===== config.mk =====
export PLATFORM = sky130hd
export DESIGN_NAME = lvds_tx_pixel_packer_flat
export DESIGN_NICKNAME = d
export VERILOG_FILES = /design/src/rtl/lvds_tx_pixel_packer_if.sv /design/src/rtl/lvds_tx_pixel_packer.sv /design/src/flat_wrapper.sv
export SDC_FILE = /design/constraint.sdc
export NUM_CORES = 1
export LEC_CHECK = 0
export BUFFER_PORTS_ARGS = -buffer_cell sky130_fd_sc_hd__buf_4
export CORE_ASPECT_RATIO = 0.7
export CORE_MARGIN = 1
export CORE_UTILIZATION = 54
export CTS_BUF_LIST = sky130_fd_sc_hd__clkbuf_8 sky130_fd_sc_hd__clkbuf_16
export DETAILED_ROUTE_END_ITERATION = 12
export GPL_TIMING_DRIVEN = 1
export HOLD_SLACK_MARGIN = 0.06
export PLACE_DENSITY_LB_ADDON = 0.12
export SLEW_MARGIN = 40
export SYNTH_ARGS = -nofsm -noshare
export SYNTH_HDL_FRONTEND = slang
export SYNTH_SLANG_ARGS = --single-unit

===== constraint.sdc =====
create_clock -name sclk -period 5.6 [get_ports sclk]
set_clock_uncertainty 0.2 [all_clocks]
set_input_delay 0.28 -clock sclk [delete_from_list [all_inputs] [get_ports sclk]]
set_output_delay 0.28 -clock sclk [all_outputs]
set_load 0.03 [all_outputs]

===== src/rtl/lvds_tx_pixel_packer_if.sv =====
// -----------------------------------------------------------------------------
// lvds_tx_pixel_packer_if
//   Bundles the pixel-source handshake, the control strobes and the four
//   serializer lane words of lvds_tx_pixel_packer.
//
//   en            run enable (low holds timing at 0 and blanks the lanes)
//   pix_data      {R[7:0],G[7:0],B[7:0]} from the frame source
//   pix_valid     source has a pixel
//   pix_ready     packer takes the pixel this cycle
//   clr_underflow clears the sticky underflow flag
//   data0..data3  7-bit lane words, bit 0 transmitted first
//   sof           one-cycle pulse with the first active pixel of a frame
//   underflow     sticky source-underflow flag
//
//   slave  : the packer side
//   master : the frame source / controller side
// -----------------------------------------------------------------------------
interface lvds_tx_pixel_packer_if;
    logic        en;
    logic [23:0] pix_data;
    logic        pix_valid;
    logic        pix_ready;
    logic        clr_underflow;
    logic [6:0]  data0;
    logic [6:0]  data1;
    logic [6:0]  data2;
    logic [6:0]  data3;
    logic        sof;
    logic        underflow;

    modport slave (
        input  en, pix_data, pix_valid, clr_underflow,
        output pix_ready, data0, data1, data2, data3, sof, underflow
    );

    modport master (
        output en, pix_data, pix_valid, clr_underflow,
        input  pix_ready, data0, data1, data2, data3, sof, underflow
    );
endinterface


===== src/rtl/lvds_tx_pixel_packer.sv =====
// -----------------------------------------------------------------------------
// lvds_tx_pixel_packer
//   Display timing generator and RGB888 -> 4x7-bit lane packer feeding the
//   7:1 LVDS serializer. Runs entirely in the pixel clock domain.
//
//   sclk   pixel clock (same clock as the serializer parallel side)
//   reset  synchronous, active-high
//   bus    lvds_tx_pixel_packer_if.slave:
//            in : en, pix_data, pix_valid, clr_underflow
//            out: pix_ready (combinational), data0..data3, sof, underflow
//                 (all registered, one cycle after the pixel is accepted)
// -----------------------------------------------------------------------------
module lvds_tx_pixel_packer #(
    parameter int   H_ACTIVE  = 1920,
    parameter int   H_FP      = 88,
    parameter int   H_SYNC    = 44,
    parameter int   H_BP      = 148,
    parameter int   V_ACTIVE  = 1080,
    parameter int   V_FP      = 4,
    parameter int   V_SYNC    = 5,
    parameter int   V_BP      = 36,
    parameter logic SYNC_ACT  = 1'b0,
    parameter bit   MAP_JEIDA = 1'b0
) (
    input  logic                   sclk,
    input  logic                   reset,
    lvds_tx_pixel_packer_if.slave  bus
);

    localparam int H_TOTAL = H_ACTIVE + H_FP + H_SYNC + H_BP;
    localparam int V_TOTAL = V_ACTIVE + V_FP + V_SYNC + V_BP;
    localparam int HC_W    = $clog2(H_TOTAL);
    localparam int VC_W    = $clog2(V_TOTAL);

    localparam logic [HC_W-1:0] H_LAST = HC_W'(H_TOTAL - 1);
    localparam logic [VC_W-1:0] V_LAST = VC_W'(V_TOTAL - 1);

    // Sync windows as half-open integer ranges so a zero back porch cannot
    // overflow the counter width.
    localparam int HS_BEG = H_ACTIVE + H_FP;
    localparam int HS_END = H_ACTIVE + H_FP + H_SYNC;
    localparam int VS_BEG = V_ACTIVE + V_FP;
    localparam int VS_END = V_ACTIVE + V_FP + V_SYNC;

    localparam logic [6:0] BLANK_D2 = {1'b0, ~SYNC_ACT, ~SYNC_ACT, 4'b0000};

    // Lane packing. Returns {data3, data2, data1, data0}.
    function automatic logic [27:0] pack_lanes(
        input logic [23:0] rgb,
        input logic        de,
        input logic        vs,
        input logic        hs
    );
        logic [7:0] r;
        logic [7:0] g;
        logic [7:0] b;
        logic [6:0] d0;
        logic [6:0] d1;
        logic [6:0] d2;
        logic [6:0] d3;
        r = rgb[23:16];
        g = rgb[15:8];
        b = rgb[7:0];
        if (MAP_JEIDA) begin
            d0 = {g[2], r[7:2]};
            d1 = {b[3:2], g[7:3]};
            d2 = {de, vs, hs, b[7:4]};
            d3 = {1'b0, b[1:0], g[1:0], r[1:0]};
        end else begin
            d0 = {g[0], r[5:0]};
            d1 = {b[1:0], g[5:1]};
            d2 = {de, vs, hs, b[5:2]};
            d3 = {1'b0, b[7:6], g[7:6], r[7:6]};
        end
        return {d3, d2, d1, d0};
    endfunction

    logic [HC_W-1:0] r_h_cnt;
    logic [VC_W-1:0] r_v_cnt;

    logic            w_active;
    logic            w_hs;
    logic            w_vs;
    logic            w_first;
    logic [23:0]     w_rgb;
    logic [27:0]     w_lanes;

    logic [6:0]      r_data0_p1;
    logic [6:0]      r_data1_p1;
    logic [6:0]      r_data2_p1;
    logic [6:0]      r_data3_p1;
    logic            r_sof_p1;
    logic            r_underflow;

    // ---- stage p0: timing counters and pixel selection ----
    always_ff @(posedge sclk) begin
        if (reset || !bus.en) begin
            r_h_cnt <= '0;
            r_v_cnt <= '0;
        end else if (r_h_cnt == H_LAST) begin
            r_h_cnt <= '0;
            r_v_cnt <= (r_v_cnt == V_LAST) ? '0 : r_v_cnt + 1'b1;
        end else begin
            r_h_cnt <= r_h_cnt + 1'b1;
        end
    end

    assign w_active = (int'(r_h_cnt) < H_ACTIVE) && (int'(r_v_cnt) < V_ACTIVE);
    assign w_hs     = ((int'(r_h_cnt) >= HS_BEG) && (int'(r_h_cnt) < HS_END)) ? SYNC_ACT : ~SYNC_ACT;
    assign w_vs     = ((int'(r_v_cnt) >= VS_BEG) && (int'(r_v_cnt) < VS_END)) ? SYNC_ACT : ~SYNC_ACT;
    assign w_first  = (r_h_cnt == '0) && (r_v_cnt == '0);

    // Counters sit at 0 during reset, which is an active position; masking
    // with reset keeps the source from seeing a transfer that is not taken.
    assign bus.pix_ready = bus.en && !reset && w_active;

    // Missing source data becomes a black pixel rather than stalling timing.
    assign w_rgb   = (w_active && bus.pix_valid) ? bus.pix_data : 24'h0;
    assign w_lanes = pack_lanes(w_rgb, w_active, w_vs, w_hs);

    // ---- stage p1: registered lane words and strobes ----
    always_ff @(posedge sclk) begin
        if (reset || !bus.en) begin
            r_data0_p1 <= 7'd0;
            r_data1_p1 <= 7'd0;
            r_data2_p1 <= BLANK_D2;
            r_data3_p1 <= 7'd0;
            r_sof_p1   <= 1'b0;
        end else begin
            r_data0_p1 <= w_lanes[6:0];
            r_data1_p1 <= w_lanes[13:7];
            r_data2_p1 <= w_lanes[20:14];
            r_data3_p1 <= w_lanes[27:21];
            r_sof_p1   <= w_first;
        end
    end

    // Clear takes priority over a coincident underflow event.
    always_ff @(posedge sclk) begin
        if (reset || bus.clr_underflow) begin
            r_underflow <= 1'b0;
        end else if (bus.en && w_active && !bus.pix_valid) begin
            r_underflow <= 1'b1;
        end
    end

    assign bus.data0     = r_data0_p1;
    assign bus.data1     = r_data1_p1;
    assign bus.data2     = r_data2_p1;
    assign bus.data3     = r_data3_p1;
    assign bus.sof       = r_sof_p1;
    assign bus.underflow = r_underflow;

endmodule

===== src/flat_wrapper.sv =====
// flat-port wrapper written by rule: the top's interface ports become plain ports
module lvds_tx_pixel_packer_flat 
#(
    parameter int   H_ACTIVE  = 1920,
    parameter int   H_FP      = 88,
    parameter int   H_SYNC    = 44,
    parameter int   H_BP      = 148,
    parameter int   V_ACTIVE  = 1080,
    parameter int   V_FP      = 4,
    parameter int   V_SYNC    = 5,
    parameter int   V_BP      = 36,
    parameter logic SYNC_ACT  = 1'b0,
    parameter bit   MAP_JEIDA = 1'b0
)
  (sclk, reset, bus_en, bus_pix_data, bus_pix_valid, bus_clr_underflow, bus_pix_ready, bus_data0, bus_data1, bus_data2, bus_data3, bus_sof, bus_underflow);
  lvds_tx_pixel_packer_if bus_i ();
  input  logic sclk;
  input  logic reset;
  input wire logic [$bits(bus_i.en)-1:0] bus_en;
  input wire logic [$bits(bus_i.pix_data)-1:0] bus_pix_data;
  input wire logic [$bits(bus_i.pix_valid)-1:0] bus_pix_valid;
  input wire logic [$bits(bus_i.clr_underflow)-1:0] bus_clr_underflow;
  output wire logic [$bits(bus_i.pix_ready)-1:0] bus_pix_ready;
  output wire logic [$bits(bus_i.data0)-1:0] bus_data0;
  output wire logic [$bits(bus_i.data1)-1:0] bus_data1;
  output wire logic [$bits(bus_i.data2)-1:0] bus_data2;
  output wire logic [$bits(bus_i.data3)-1:0] bus_data3;
  output wire logic [$bits(bus_i.sof)-1:0] bus_sof;
  output wire logic [$bits(bus_i.underflow)-1:0] bus_underflow;
  assign bus_i.en = bus_en;
  assign bus_i.pix_data = bus_pix_data;
  assign bus_i.pix_valid = bus_pix_valid;
  assign bus_i.clr_underflow = bus_clr_underflow;
  assign bus_pix_ready = bus_i.pix_ready;
  assign bus_data0 = bus_i.data0;
  assign bus_data1 = bus_i.data1;
  assign bus_data2 = bus_i.data2;
  assign bus_data3 = bus_i.data3;
  assign bus_sof = bus_i.sof;
  assign bus_underflow = bus_i.underflow;
  lvds_tx_pixel_packer #(.H_ACTIVE(H_ACTIVE), .H_FP(H_FP), .H_SYNC(H_SYNC), .H_BP(H_BP), .V_ACTIVE(V_ACTIVE), .V_FP(V_FP), .V_SYNC(V_SYNC), .V_BP(V_BP), .SYNC_ACT(SYNC_ACT), .MAP_JEIDA(MAP_JEIDA)) u_core (.sclk(sclk), .reset(reset), .bus(bus_i));
endmodule

==> out/results.ini <==
[outcome]
status=complete, no violations

[clock_network]
tritoncts=yes
cts.sinks=52
insertion_delay_ns=0.31
post_cts_buffers=0
htreeDepth=2
numCtsBuffers=5
path_clk_slew_ns=0.10
cts.path.max_buffers=2
cts-root-buf=clkbuf_8

[floorplan]
fp-row-count=18
fp.dieH_um=53.4
die_w_um=75.4
io_pins=60
core_area_um2=3560
start_util_pct=57.2
die_area_um2=4030

[synth]
synth_nets=245
synthCells=212
ys_types=36
avgSynthCellArea_um2=9.61
synth-warning-count=0
seq_area_frac_synth_pct=51.1
synth_edf_count=0
synth_area_um2=2040
synth_top_flop_cell=dfxtp_1
async_flop_share_pct=0
synth-seq-cells=52

[sta]
setup_viol=0
tightest_slew_ns=0.549
fin_crit_ns=2.59
hold_viol=0
rsz0062_at_grt=no
relSlewSlack_pct=63.3
worst_hold_slack_ns=0.124
max_freq_mhz=386
tns_ns=0
drv_slew=0
fin_crit_sh_pct=46.3

[finish]
final_cell_count_no_fill=346
fin_nets=328
antenna_cells=0
final_core_util_pct=80.4
area_growth_pct=40.4
drive_gt1_share_pct=24.0

[worst_setup_path]
timing_worst_setup_path_type=reg2out
rrSetupSlack_ns=3.41
crit_fanout=25
r2r_end=u_core.bus.underflow
startpoint_type=flip-flop
r2r_cells=5
reg2reg_from=u_core.r_v_cnt[6]
required_ns=5.12
cp-end-kind=output port
critPathArrivalTime_ns=2.11

[global_route]
overflow=0
antenna_found_initial=0
grt_max_degree=26
grt_usage_pct=25.7
grt_pass1_wl_um=7380
grt_pass1_vias=1633

[detailed_routing]
via_per_inst=5.23
wl_per_cell_um=14.5
dr.pass1.iters=4
remaining_drc_errors=0
antenna_left=0
drt_iter0_markers=62
detail_route.wirelength_um=5010
via_count=1808

[power]
combPwrFrac_pct=9.8
total_power_mw=0.712
power.leakage_nw=1.24
ir_worst_vdd_mv=0.177
switching_power_mw=0.164
p_seq_share_pct=53.2
powerDensity_nw_per_um2=249
p_int_mw=0.547
p_clk_share_pct=37.1
sw_frac_of_total_pct=23.1

[worst_hold_path]
hold_depth=3
holdPathEnd=u_core.bus.data2[4]
min_from=reset
hold_class=in2reg

[place]
finalWeightedCongestion=0.854
place.port_buffers=58
dp_hpwl_um=3080
dp.cells=312

[run]
cap_violations=0

==> layout by cell type (no fill, tap or decap) <==
cell type	instances
nand4_1	6
xnor2_1	9
a31oi_1	2
nor3_1	7
nand4_4	1
dfxtp_1	52
nor3b_1	1
inv_1	8
nand2_1	12
dlygate4sd3_1	26
and3_2	1
ha_1	4
inv_6	1
a31o_2	1
clkinvlp_4	1
nor2_1	21
o41ai_4	1
clkbuf_8	5
o31ai_1	1
o21ai_1	1
nand2b_1	1
nor4_1	4
nand3_1	7
conb_1	1
and4_1	5
xor2_1	2
and2_1	1
buf_4	58
bufinv_16	1
o21ai_0	8
mux2i_1	3
or4_1	1
nor4b_1	1
a21oi_1	7
nor2b_1	1
nor4_4	1
and3_1	28
or3_1	5
==> registers in the layout, summed over array words and instances (netlist names) <==
register	count
u_core.bus.underflow	1
u_core.bus.data0	7
u_core.bus.data1	7
u_core.bus.data3	6
u_core.r_v_cnt	11
u_core.r_h_cnt	12
u_core.bus.data2	7
u_core.bus.sof	1
==> stage by stage <==
step | area (um^2) | setup slack, ns
final | 2860 | 3.01
after global routing | 2860 | 2.90
after CTS | 2860 | 3.04
after detailed placement | 2480 | 3.39
after global placement | 2480 | 3.41
after floorplan | 2040 | 3.70
==> cells by family after synthesis <==
| logic type | synth area share [%] |
|---|---|
| adder cells (fa/ha/maj) | 2.46 |
| flip-flops | 51.1 |
| XOR/XNOR | 4.73 |
| buffers and inverters | 3.93 |
| other | 0.184 |
| AND/OR/NAND/NOR | 29.4 |
| multiplexers | 1.47 |
| AO/OA/AOI/OAI | 6.70 |
==> layout make-up <==
cell class / count / area [um^2]
clock buffer: 5 / 68.8
clock inverter: 3 / 46.3
fill: 240 / 698
inverter: 8 / 30.0
multi-input combinational: 144 / 916
sequential: 52 / 1040
tap: 50 / 62.6
timing repair buffer: 84 / 696
==> per-layer routing <==
metal / share of wire, % / vias up / global-route usage [%]
met5: 0 / - / 0
met4: 2.8 / 0 / 10.5
met3: 5.6 / 14 / 8.00
met2: 47 / 49 / 41.1
met1: 45 / 835 / 32.0
li1: - / 910 / -
==> worst max-delay path by stage <==
stage	cells after the start	endpoint	from
2_1_floorplan	4	bus_pix_ready	u_core.r_v_cnt[6]
3_3_place_gp	4	bus_pix_ready	u_core.r_v_cnt[6]
3_5_place_dp	4	bus_pix_ready	u_core.r_v_cnt[6]
4_1_cts	4	bus_pix_ready	u_core.r_v_cnt[6]
5_1_grt	4	bus_pix_ready	u_core.r_v_cnt[6]
6_report	4	bus_pix_ready	u_core.r_v_cnt[6]
==> what timing repair did <==
item,in CTS,in global routing
hold buffers,26,0
gates resized for setup,0,0
endpoints found under the hold margin,25,0
setup endpoints to repair,0,0
==> critical path, cell delays in order, from the launching register on <==
cell and delay [ns]:
dfxtp_1 0.38, or4_1 0.53, o21ai_1 0.20, and3_2 0.46, buf_4 0.23
==> power groups by stage <==
| stage | clock network (mW) | logic (mW) | registers, mW |
|---|---|---|---|
| 6_report | 0.264 | 0.0694 | 0.378 |
| 5_1_grt | 0.280 | 0.0729 | 0.379 |
| 4_1_cts | 0.267 | 0.0671 | 0.378 |
| 3_5_place_dp | 0 | 0.0525 | 0.387 |
| 3_3_place_gp | 0 | 0.0518 | 0.387 |
| 2_1_floorplan | 0 | 0.0154 | 0.398 |
==> cell usage after synthesis, types with 2 or more instances <==
master | n | area share [%]
nor3_1 | 7 | 1.7
and4_1 | 5 | 2.1
clkbuf_1 | 4 | 0.74
nor4_1 | 4 | 1.2
nor2_1 | 21 | 3.9
a21oi_1 | 7 | 1.7
inv_1 | 8 | 1.5
o21ai_0 | 8 | 2.0
xnor2_1 | 9 | 3.9
dfxtp_1 | 52 | 51
ha_1 | 4 | 2.5
or3_1 | 5 | 1.5
xor2_1 | 2 | 0.86
buf_6 | 2 | 1.1
nand3_1 | 7 | 1.7
mux2i_1 | 3 | 1.5
a31oi_1 | 2 | 0.61
nand4_1 | 6 | 1.8
nand2_1 | 12 | 2.2
and3_1 | 28 | 8.6
Power figures use the tool's default switching activity.
